--- src/rtl/bk_sum_stage.sv ---
// Brent-Kung sum stage: forms sum/carry-out from bitwise propagates and prefix
// generates, then holds results in a 2-entry FIFO behind a valid/ready handshake.
module bk_sum_stage #(
    parameter int N = 5
) (
    input  logic         clk,
    input  logic         rst,
    input  logic         in_valid,
    output logic         in_ready,
    input  logic [N-1:0] P_bits,
    input  logic [N-1:0] G_grp,
    input  logic         cin,
    output logic         out_valid,
    input  logic         out_ready,
    output logic [N-1:0] sum,
    output logic         cout,
    output logic [1:0]   dbg_count_o
);

    // Handshake: a beat moves when valid and ready are both high at a rising
    // edge; in_ready depends only on occupancy, never on out_ready.
    typedef enum logic [1:0] {
        EMPTY = 2'd0,
        ONE   = 2'd1,
        TWO   = 2'd2
    } state_t;

    state_t     state_q, state_d;
    logic [N:0] head_q, head_d;
    logic [N:0] tail_q, tail_d;
    logic [N:0] result;
    logic       push;
    logic       pop;

    // Bit i of the sum uses the group generate of bits below it; bit 0 uses raw cin.
    always_comb begin
        result = {G_grp[N-1], P_bits ^ {G_grp[N-2:0], cin}};
    end

    always_comb begin
        push = in_valid & in_ready;
        pop  = out_valid & out_ready;
    end

    always_ff @(posedge clk) begin
        if (rst) begin
            state_q <= EMPTY;
            head_q  <= '0;
            tail_q  <= '0;
        end else begin
            state_q <= state_d;
            head_q  <= head_d;
            tail_q  <= tail_d;
        end
    end

    always_comb begin
        state_d = state_q;
        unique case (state_q)
            EMPTY: if (push) state_d = ONE;
            ONE: begin
                if (push && !pop)      state_d = TWO;
                else if (!push && pop) state_d = EMPTY;
            end
            TWO:   if (pop) state_d = ONE;
            default: state_d = EMPTY;
        endcase
    end

    // Storage only loads on an accepted beat, so idle X inputs never reach state.
    always_comb begin
        head_d = head_q;
        tail_d = tail_q;
        unique case (state_q)
            EMPTY: if (push) head_d = result;
            ONE: begin
                if (push && pop) head_d = result;
                else if (push)   tail_d = result;
            end
            TWO:   if (pop) head_d = tail_q;
            default: begin
                head_d = head_q;
                tail_d = tail_q;
            end
        endcase
    end

    always_comb begin
        in_ready    = (state_q != TWO);
        out_valid   = (state_q != EMPTY);
        sum         = head_q[N-1:0];
        cout        = head_q[N];
        dbg_count_o = state_q;
    end

endmodule

--- config.mk ---
export PLATFORM = sky130hd
export DESIGN_NAME = bk_sum_stage
export DESIGN_NICKNAME = d
export VERILOG_FILES = /design/src/rtl/bk_sum_stage.sv
export SDC_FILE = /design/constraint.sdc
export NUM_CORES = 1
export LEC_CHECK = 0
export BUFFER_PORTS_ARGS = -buffer_cell sky130_fd_sc_hd__buf_2
export CORE_AREA = 2 2 45 47
export CTS_CLUSTER_SIZE = 40
export DETAILED_ROUTE_END_ITERATION = 12
export DIE_AREA = 0 0 47 49
export PLACE_DENSITY = 0.67
export SKIP_CTS_REPAIR_TIMING = 1
export SLEW_MARGIN = 20
export SYNTH_ARGS = -nofsm -noshare
export SYNTH_HDL_FRONTEND = slang
export SYNTH_SLANG_ARGS = --single-unit
--- constraint.sdc ---
create_clock -name clk -period 1.3 [get_ports clk]
set_clock_uncertainty 0.05 [all_clocks]
set_input_delay 0 -clock clk [delete_from_list [all_inputs] [get_ports clk]]
set_output_delay 0 -clock clk [all_outputs]
set_load 0.1 [all_outputs]
# == Yosys cells after proc, flatten, opt, wreduce, memory -nomap -nowiden ==
# Cells that the tools add are included.
# totals
wordCells,34
register_bits,14
inputBits,15
# classes
n_eq_ne,7
n_reduce_logical,11
bitwise,4
n_mux,9
# ops
op,count
2-to-1 mux 6 bit,3
one-hot mux 6 bit (3 select lines),1
2-to-1 mux 2 bit,4
!= test 2 bit (second input constant),4
one-hot mux 2 bit (3 select lines),1
AND reduction 3 bit,2
bitwise XOR 5 bit,1
AND reduction 4 bit,1
logical AND 1 bit,3
!= test 3 bit (second input constant),1
nonzero test 3 bit,1
AND 1 bit,2
== test 2 x 1 -> 1 bit (second input constant),1
== test 2 bit (second input constant),1
zero test 1 bit,2
zero test 2 bit,1
nonzero test 2 bit,1
inverter 1 bit,1

# == Logic depth before layout (Yosys ltp) ==
# Gate-level depths: netlist (run 1).
# depth
depth_word,7
depth_mapped,5

# == Least setup slack after synthesis (run 1) ==
# OpenSTA, ideal clock, no wires.
# synth_timing
path_type,register to register
start,register state_q[0] (netlist: dbg_count_o[0])
end,register head_q[5]
setup_slack_ns,-0.842
arrival_time_ns,1.958
synth_period_minus_slack_ns,2.142
stages_incl_launch_ff,5
setup_ns,0.134
cell_sequence,dfxtp_1 > nand2b_1 > buf_2 > mux2i_1 > a211oi_1
# synth_between
elab_chain_cells,5
word_cells_on_any_way,14
cone_classes,eq/ne (6); mux (1); bitwise (2); reduce/logical (5)
# synth_rtl
element,line,text
"start, declared",28,"state_t state_q, state_d;"
"start signal, assigned",51,state_q <= state_d;
!= test 2 bit (*),89,in_ready = (state_q != TWO);
named net in_ready,9,"output logic in_ready,"
AND 1 bit (*),41,push = in_valid & in_ready;
logical AND 1 bit,77,if (push && pop) head_d = result;
!= test 2 bit (no line),-,
AND reduction 4 bit (no line) (*),-,
"end signal, assigned",48,head_q <= '0;
"end signal, assigned",52,head_q <= head_d;
"end, declared",29,"logic [N:0] head_q, head_d;"
# Mark *: on every way through the listed nets, which the timed path passes. The rest lies on a longest branch.
# A chain may end at the register's enable or synchronous reset.

# == Final worst setup path (run 1) ==
# layout_timing
start,register state_q[1] (netlist: dbg_count_o[1])
end,register head_q[1]
# layout_between
elab_chain_cells,5
word_cells_on_any_way,14
cone_classes,eq/ne (6); mux (1); bitwise (2); reduce/logical (5)
# layout_rtl
element,line
!= test 2 bit or nonzero test 2 bit (tied branches),"89, 90"
"AND 1 bit, on equally long branches","41, 42"
logical AND 1 bit,77
!= test 2 bit (no line),-
AND reduction 4 bit (no line),-
# Parallel ways exist; a longest one is shown, timed or not.

==> results of run 1 <==
-- worst min-delay path, delay by kind of cell --
kind	cells	cell delay, ps
XOR/XNOR	1	120
buffers and inverters	1	80
AO/OA/AOI/OAI	1	60
-- cells by family (layout without fill, tap and decap cells) --
kind of cell,count (synthesis),in the layout
AO/OA/AOI/OAI,17,17
flip-flops,14,14
XOR/XNOR,5,5
buffers and inverters,7,38
multiplexers,8,8
AND/OR/NAND/NOR,24,24
-- metrics by stage --
step	utilization (%)	instances	total power [mW]	cell area, µm²	hold slack (ps)
floorplan	-	75	0.815	767	18.7
global placement	49.2	123	0.879	906	192
detailed placement	49.2	123	0.883	906	192
CTS	51.2	127	1.19	942	-101
global route	55.8	133	1.28	1030	0.313
finish	55.8	133	1.21	1030	-13.6
-- where the power goes --
group	switching, mW	total [mW]	internal [mW]
sequential	0.0216	0.480	0.459
clock	0.144	0.314	0.170
combinational	0.288	0.420	0.132
total	0.453	1.21	0.761
-- worst paths after layout --
path	start	to	slack (ps)	cells past startpoint
setup / recovery	dbg_count_o[1]$_SDFFE_PP0P_	head_q[1]$_SDFFE_PP0P_	-10	3
hold / removal	P_bits[3]	tail_q[3]$_SDFFE_PP0P_	-10	3
setup reg to reg	dbg_count_o[1]$_SDFFE_PP0P_	head_q[1]$_SDFFE_PP0P_	-10	3
hold reg to reg	head_q[4]$_SDFFE_PP0P_	head_q[4]$_SDFFE_PP0P_	430	2
-- final cells by class --
class	count	share of cell area (%)
Clock buffer	4	3.53
Tap cell	27	3.29
Sequential cell	14	28.0
Timing Repair Buffer	33	23.1
Multi-Input combinational cell	54	41.7
Inverter	1	0.365
-- layout by cell type (no fill, tap or decap), types with 2 or more instances in the layout --
| cell type | count |
|---|---|
| a211o_1 | 5 |
| a211oi_1 | 8 |
| a21o_1 | 2 |
| buf_12 | 2 |
| buf_2 | 21 |
| buf_4 | 3 |
| clkbuf_4 | 4 |
| dfxtp_1 | 12 |
| dfxtp_4 | 2 |
| dlygate4sd3_1 | 5 |
| mux2i_1 | 7 |
| nand2_1 | 2 |
| nand2b_1 | 5 |
| nor2_1 | 6 |
| nor3b_1 | 5 |
| xnor2_1 | 5 |
-- state kept, by name, indices dropped and copies added, names as in the netlist --
name         cells
tail_q           6
dbg_count_o      2
head_q           6
-- cells in the mapped netlist --
cell type | n | share of area [%]
xnor2_1 | 5 | 5.8
buf_2 | 1 | 0.67
inv_1 | 1 | 0.50
dfxtp_1 | 14 | 37
nand2b_1 | 6 | 5.0
a21oi_4 | 1 | 2.2
nand2_1 | 2 | 1.0
and3b_2 | 1 | 1.3
and4bb_4 | 1 | 2.2
a211o_1 | 5 | 5.8
a21o_1 | 2 | 2.0
mux2_2 | 1 | 1.5
or3b_1 | 1 | 1.2
nor3b_1 | 5 | 5.0
mux2i_1 | 7 | 9.3
or2_2 | 1 | 0.84
nand3b_1 | 1 | 1.0
a211oi_1 | 8 | 8.0
clkbuf_1 | 2 | 1.0
a21oi_1 | 1 | 0.67
nor2_1 | 6 | 3.0
buf_6 | 3 | 4.5
-- metal layers --
layer | up-vias | routed length [µm] | track usage [%]
li1 | 332 | - | -
met1 | 291 | 739 | 19.1
met2 | 21 | 641 | 20.8
met3 | 0 | 94 | 4.44
met4 | 0 | 0 | 5.56
met5 | - | 0 | 0
==> results.md, run 1 <==
- Tot GR Track Use: 14.2%
- Die Wd: 47 µm
- WP data required: 1460 ps
- Number of H-tree levels: 1
- Crit path arrival time: 1470 ps
- Port Buffer Count: 24
- Failing checks: hold timing, setup timing
- Hold Vio Cnt, Final: 3
- Chip height: 49 µm
- Complex-gate fraction of the synthesized area: 18.7%
- Area occupied by registers: 288 µm²
- I/O pins: 25
- Worst Tran Pin Value: 486 ps
- Fillers: 180
- Layout area overhead: 37.1%
- Vias per cell: 4.84
- Pwr/cell area: 1180 nW/µm²
- Yosys reg bits: 14
- Via count: 644
- Yosys Warn Count: 0
- Period minus WS final: 1310 ps
- Crit start category: flop
- First-pass GRT wire length: 2380 µm
- Clk pin slew, worst setup/hold paths: 80 ps
- Max Slew Vio Count: 0
- Total Routed Length: 1480 µm
- Area share of xor/xnor cells in the synthesized design: 5.84%
- Avg Inst Size Synth: 9.99 µm²
- Die area: 2300 µm²
- Top Family by Delay on Critical Path: multiplexers
- GRT overflow: 0
- Hpwl dp: 1030 µm
- Status: finished with violations
- CTS max path bufs: 2
- Hold Path Class: in2reg
- Clk_lat worst skew: 280 ps
- Setup Viol. Count Final: 6
- Diode count: 0
- Initial antenna violation count: 0
- DRC viols: 0
- TritonCTS Buffers: 3
- Final WS setup: -11.6 ps
- Peak VDD IR: 0.000750 V
- Max Fclk: 762 MHz
- Mux cell area share after synthesis: 10.9%
- Crit-path cells: mux2_4, a21oi_4, mux2i_1
- WP buf/inv: 0
- Mapped Cells: 75
- Vias in the first global route: 559
- Final period utilization: 101%
- Share of cells above drive strength 1: 36.8%
- ANT nets after route: 0
- Worst Setup End Kind: flop
- Post-synthesis sequential area ratio: 37.4%
- Mapped Area: 749 µm²
- CP max stage delay: 390 ps
- Clk sinks: 14
- Drt first pass iters: 3
- Slew margin rel.: 67.9%
- Leakage power: 0.464 nW
- Pre-CTS setup slack: -11.4 ps
- Kind of critical path: reg2reg
- Core area: 1840 µm²
- Post-Synth Adder-Cell Area: 0%
- Setup TNS: -51.2 ps
- Initial DRC count: 3
- Row count: 16
- Largest family of logic cells by synthesized area: simple AND/OR/NAND/NOR gates
- Critical path's slowest cell: dfxtp_4
- CTS tree: done
- Max cap viols: 0
- CTS root buffer: clkbuf_4
- Multi-input gate area: 428 µm²
- Starting density of the core: 40.7%
- RSZ-0062 raised after global routing: true
- Syn nets: 90
- Final net count: 122
- Post-Synth Simple-Gate Area: 20.5%
- GPL Wtd Cong: 0.743
- Largest net degree at the start of global routing: 20
- Final hold slack: -13.6 ps
- Synth unique cells: 22
- Drt wl/cell: 11.1 µm
- CP Max Fanout: 6
(Power assumes the default switching activity.)
==> inputs of run 2 (changes only) <==
--- a/config.mk
+++ b/config.mk
@@ -10,7 +10,7 @@
 export CTS_CLUSTER_SIZE = 40
 export DETAILED_ROUTE_END_ITERATION = 12
 export DIE_AREA = 0 0 47 49
-export PLACE_DENSITY = 0.67
+export PLACE_DENSITY = 0.68
 export SKIP_CTS_REPAIR_TIMING = 1
 export SLEW_MARGIN = 20
 export SYNTH_ARGS = -nofsm -noshare
==> results.md, run 2 (same netlist as run 1, synthesis figures left out) <==
- Share of cells above drive strength 1: 37.3%
- Crit path from: dbg_count_o[0]$_SDFFE_PP0P_
- Via count: 616
- Initial DRC count: 3
- Worst Tran Pin Value: 485 ps
- CTS root buffer: clkbuf_4
- WHS Endpoint: tail_q[1]$_SDFFE_PP0P_
- Reg power frac: 40.8%
- Die area: 2300 µm²
- Period minus WS final: 1330 ps
- Drt wl/cell: 11.0 µm
- DRC viols: 0
- Max Fclk: 751 MHz
- Port Buffer Count: 24
- CP Max Fanout: 12
- Clk_lat worst skew: 270 ps
- R2R depth: 3
- Commonest non-fill, non-tap cell in the layout: buf_2
- Final hold slack: -4.69 ps
- Leakage power: 0.425 nW
- RSZ-0062 raised after global routing: true
- Final WS setup: -32.3 ps
- Slew margin rel.: 67.9%
- Worst reg2reg path endpoint: head_q[1]$_SDFFE_PP0P_
- Hold Vio Cnt, Final: 1
- Die Wd: 47 µm
- WP data required: 1250 ps
- Kind of critical path: reg2out
- Clk pin slew, worst setup/hold paths: 90 ps
- CTS max path bufs: 2
- Worst Setup End Kind: output pin
- Fillers: 189
- Peak VDD IR: 0.000899 V
- Final period utilization: 102%
- Status: finished with violations
- Net switching power: 0.446 mW
- I/O pins: 25
- GPL Wtd Cong: 0.712
- ANT nets after route: 0
- Clk sinks: 14
- Most frequent cells in the layout: 22 x buf_2, 12 x dfxtp_1, 8 x a211oi_1
- GRT overflow: 0
- First-pass GRT wire length: 2210 µm
- Vias per cell: 4.78
- Tot GR Track Use: 12.8%
- Hold path depth: 3
- Vias in the first global route: 526
- Crit start category: flop
- Setup TNS: -71.3 ps
- Core area: 1840 µm²
- Max cap viols: 0
- Total Routed Length: 1420 µm
- Int Pwr: 0.742 mW
- Number of H-tree levels: 1
- Diode count: 0
- Final net count: 118
- Layout area overhead: 29.0%
- Clk pwr share: 26.0%
- CTS tree: done
- Comb pwr share: 33.2%
- Max Slew Vio Count: 0
- Setup Viol. Count Final: 6
- Failing checks: hold timing, setup timing
- Starting density of the core: 40.7%
- Switching Share: 37.5%
- Initial antenna violation count: 0
- Row count: 16
- Critical R2R Launch: dbg_count_o[1]$_SDFFE_PP0P_
- Reg-to-reg slack, setup: -10 ps
- TritonCTS Buffers: 3
- Pwr/cell area: 1230 nW/µm²
- Drt first pass iters: 4
- Hold Startpoint: P_bits[1]
- Largest net degree at the start of global routing: 20
- Chip height: 49 µm
- Hpwl dp: 973 µm
- Crit path arrival time: 1280 ps
- Hold Path Class: in2reg
==> run 2: cell count changes in the layout (fill, tap and decap cells not counted), sizes merged <==
cell,previous run,this run
buf,26,25
dlygate4sd3,5,3
dlymetal6s2s,1,0
==> run 2: cell type report <==
type | count | area, µm² | share of cell area, %
Sequential cell | 14 | 288 | 29.8
Multi-Input combinational cell | 54 | 425 | 44.0
Tap cell | 27 | 33.8 | 3.49
Inverter | 1 | 3.75 | 0.388
Timing Repair Buffer | 29 | 180 | 18.6
Clock buffer | 4 | 36.3 | 3.75
==> run 2: per-stage QoR <==
step / power (mW) / area, µm² / cells / util (%) / worst slack (ps)
global placement: 0.875 / 891 / 121 / 48.4 / 22.3
global route: 1.25 / 967 / 129 / 52.5 / -74.0
floorplan: 0.815 / 767 / 75 / - / -132
CTS: 1.18 / 927 / 125 / 50.3 / -148
detailed placement: 0.878 / 891 / 121 / 48.4 / -12.6
finish: 1.19 / 967 / 129 / 52.5 / -32.3
==> run 2: critical path, stage by stage, from the launching register on <==
cell,delay [ps]
dfxtp_4,390
nand2b_2,280
buf_4,180
buf_12,150
==> run 2: power groups by stage <==
| stage | clock network (mW) | logic (mW) | registers, mW |
|---|---|---|---|
| 2_1_floorplan | 0 | 0.161 | 0.654 |
| 3_3_place_gp | 0 | 0.383 | 0.492 |
| 3_5_place_dp | 0 | 0.385 | 0.493 |
| 4_1_cts | 0.314 | 0.386 | 0.485 |
| 5_1_grt | 0.344 | 0.415 | 0.489 |
| 6_report | 0.309 | 0.395 | 0.484 |
==> run 2: worst max-delay path by stage <==
| stage | to | depth (start not counted) |
|---|---|---|
| floorplan | head_q[0]$_SDFFE_PP0P_ | 4 |
| detailed placement | head_q[1]$_SDFFE_PP0P_ | 3 |
| global placement | head_q[1]$_SDFFE_PP0P_ | 3 |
| global route | head_q[1]$_SDFFE_PP0P_ | 3 |
| CTS | in_ready | 3 |
| finish | in_ready | 3 |
==> run 2: per-layer routing <==
layer	global-route usage (%)	vias up	wire, µm
li1	-	324	-
met1	17.8	272	720
met2	19.4	20	620
met3	2.22	0	83
met4	4.17	0	0
met5	0	-	0
==> inputs of run 3 (changes only) <==
--- a/config.mk
+++ b/config.mk
@@ -6,11 +6,12 @@
 export NUM_CORES = 1
 export LEC_CHECK = 0
 export BUFFER_PORTS_ARGS = -buffer_cell sky130_fd_sc_hd__buf_2
-export CORE_AREA = 2 2 45 47
+export CORE_AREA = 2 2 44 46
 export CTS_CLUSTER_SIZE = 40
 export DETAILED_ROUTE_END_ITERATION = 12
-export DIE_AREA = 0 0 47 49
+export DIE_AREA = 0 0 46 48
 export PLACE_DENSITY = 0.68
+export RECOVER_POWER = 50
 export SKIP_CTS_REPAIR_TIMING = 1
 export SLEW_MARGIN = 20
 export SYNTH_ARGS = -nofsm -noshare
==> constraint.sdc (replaced) <==
create_clock -name clk -period 1.5 [get_ports clk]
set_clock_uncertainty 0.05 [all_clocks]
set_input_delay 0 -clock clk [delete_from_list [all_inputs] [get_ports clk]]
set_output_delay 0 -clock clk [all_outputs]
set_load 0.1 [all_outputs]
==> results.md, run 3 (same netlist as run 1, synthesis figures left out) <==
- Clk pwr share: 26.3%
- Drt wl/cell: 12.5 µm
- GRT overflow: 0
- Initial DRC count: 6
- CP max stage delay: 420 ps
- Slew margin rel.: 63.8%
- Most frequent cells in the layout: 14 x buf_2, 12 x dfxtp_1, 9 x dlygate4sd3_1
- TritonCTS Buffers: 3
- Final WS setup: 92.0 ps
- Total Routed Length: 1540 µm
- Pre-CTS setup slack: 84.2 ps
- Final period utilization: 93.9%
- Peak VDD IR: 0.000464 V
- ANT nets after route: 0
- Critical R2R Launch: dbg_count_o[1]$_SDFFE_PP0P_
- Hold Startpoint: P_bits[4]
- Crit start category: flop
- Starting density of the core: 44.4%
- Final net count: 122
- Hpwl dp: 1000 µm
- First-pass GRT wire length: 2070 µm
- Leakage power: 0.427 nW
- Layout area overhead: 32.4%
- Fillers: 164
- RSZ-0062 raised after global routing: false
- Vias per cell: 5.24
- Initial antenna violation count: 0
- Critical path's slowest cell: dfxtp_4
- Via count: 645
- Pwr/cell area: 1060 nW/µm²
- Final hold slack: -2.18 ps
- Number of H-tree levels: 1
- Clk_lat worst skew: 280 ps
- Status: finished with violations
- Share of cells above drive strength 1: 32.1%
- Crit path arrival time: 1580 ps
- Worst Tran Pin Value: 545 ps
- Row count: 15
- Clk pin slew, worst setup/hold paths: 90 ps
- Crit-path cells: mux2_2, a21oi_4, mux2i_1
- GPL Wtd Cong: 0.737
- CTS tree: done
- I/O pins: 25
- Chip height: 48 µm
- Int Pwr: 0.653 mW
- Max Fclk: 710 MHz
- Hold Path Class: in2reg
- WP data required: 1670 ps
- Tot GR Track Use: 14.0%
- Drt first pass iters: 2
- Diode count: 0
- Clk sinks: 14
- Largest net degree at the start of global routing: 20
- Period minus WS final: 1410 ps
- CTS root buffer: clkbuf_4
- Net switching power: 0.397 mW
- Setup TNS: 0 ps
- Max Slew Vio Count: 0
- Switching Share: 37.8%
- Vias in the first global route: 474
- DRC viols: 0
- Commonest non-fill, non-tap cell in the layout: buf_2
- Hold Vio Cnt, Final: 1
- Worst Setup End Kind: flop
- Port Buffer Count: 24
- CTS max path bufs: 2
- Kind of critical path: reg2reg
- Max cap viols: 0
- Comb pwr share: 33.8%
- Die Wd: 46 µm
- Failing checks: hold timing
- Die area: 2210 µm²
- Core area: 1690 µm²
- Setup Viol. Count Final: 0
- Reg power frac: 39.8%
- CP Max Fanout: 13
- Crit path from: dbg_count_o[1]$_SDFFE_PP0P_
==> run 3: area by class of cell <==
| type | instances | area (µm²) | share of cell area (%) |
|---|---|---|---|
| Inverter | 1 | 3.75 | 0.378 |
| Multi-Input combinational cell | 54 | 419 | 42.2 |
| Sequential cell | 14 | 288 | 29.0 |
| Clock buffer | 4 | 36.3 | 3.66 |
| Timing Repair Buffer | 33 | 224 | 22.6 |
| Tap cell | 17 | 21.3 | 2.14 |
==> run 3: worst paths after layout <==
check | slack (ps) | end | cells after the start
worst max-delay path | 90 | head_q[2]$_SDFFE_PP0P_ | 3
worst min-delay path | -2 | tail_q[4]$_SDFFE_PP0P_ | 3
worst min register to register | 430 | head_q[2]$_SDFFE_PP0P_ | 2
worst max register to register | 90 | head_q[2]$_SDFFE_PP0P_ | 3
==> run 3: routing by layer <==
| layer | vias to the layer above | GRT usage, % | part of all wire [%] |
|---|---|---|---|
| li1 | 331 | - | - |
| met5 | - | 0 | 0 |
| met3 | 4 | 4.91 | 5.2 |
| met2 | 18 | 19.7 | 45 |
| met1 | 292 | 18.1 | 48 |
| met4 | 0 | 8.57 | 1.6 |
==> run 3: stage by stage <==
| step | total power, mW | std cells | utilization (%) | cell area [µm²] | hold WS [ps] |
|---|---|---|---|---|---|
| floorplan | 0.705 | 75 | - | 759 | 18.7 |
| global placement | 0.756 | 110 | 51.3 | 867 | 176 |
| detailed placement | 0.761 | 110 | 51.3 | 867 | 171 |
| CTS | 1.04 | 114 | 53.5 | 903 | -138 |
| global route | 1.10 | 123 | 58.7 | 992 | 13.5 |
| finish | 1.05 | 123 | 58.7 | 992 | -2.18 |
==> run 3: power by group through the flow <==
stage / Clock [mW] / Sequential [mW] / Combinational, mW
detailed placement: 0 / 0.427 / 0.334
global placement: 0 / 0.426 / 0.330
finish: 0.277 / 0.418 / 0.355
floorplan: 0 / 0.567 / 0.139
CTS: 0.286 / 0.418 / 0.334
global route: 0.306 / 0.423 / 0.374
==> run 3: critical path: cells and delay by family (launching register included) <==
family / cells / cell delay (ps)
compound gates: 1 / 270
flops: 1 / 420
mux: 2 / 610
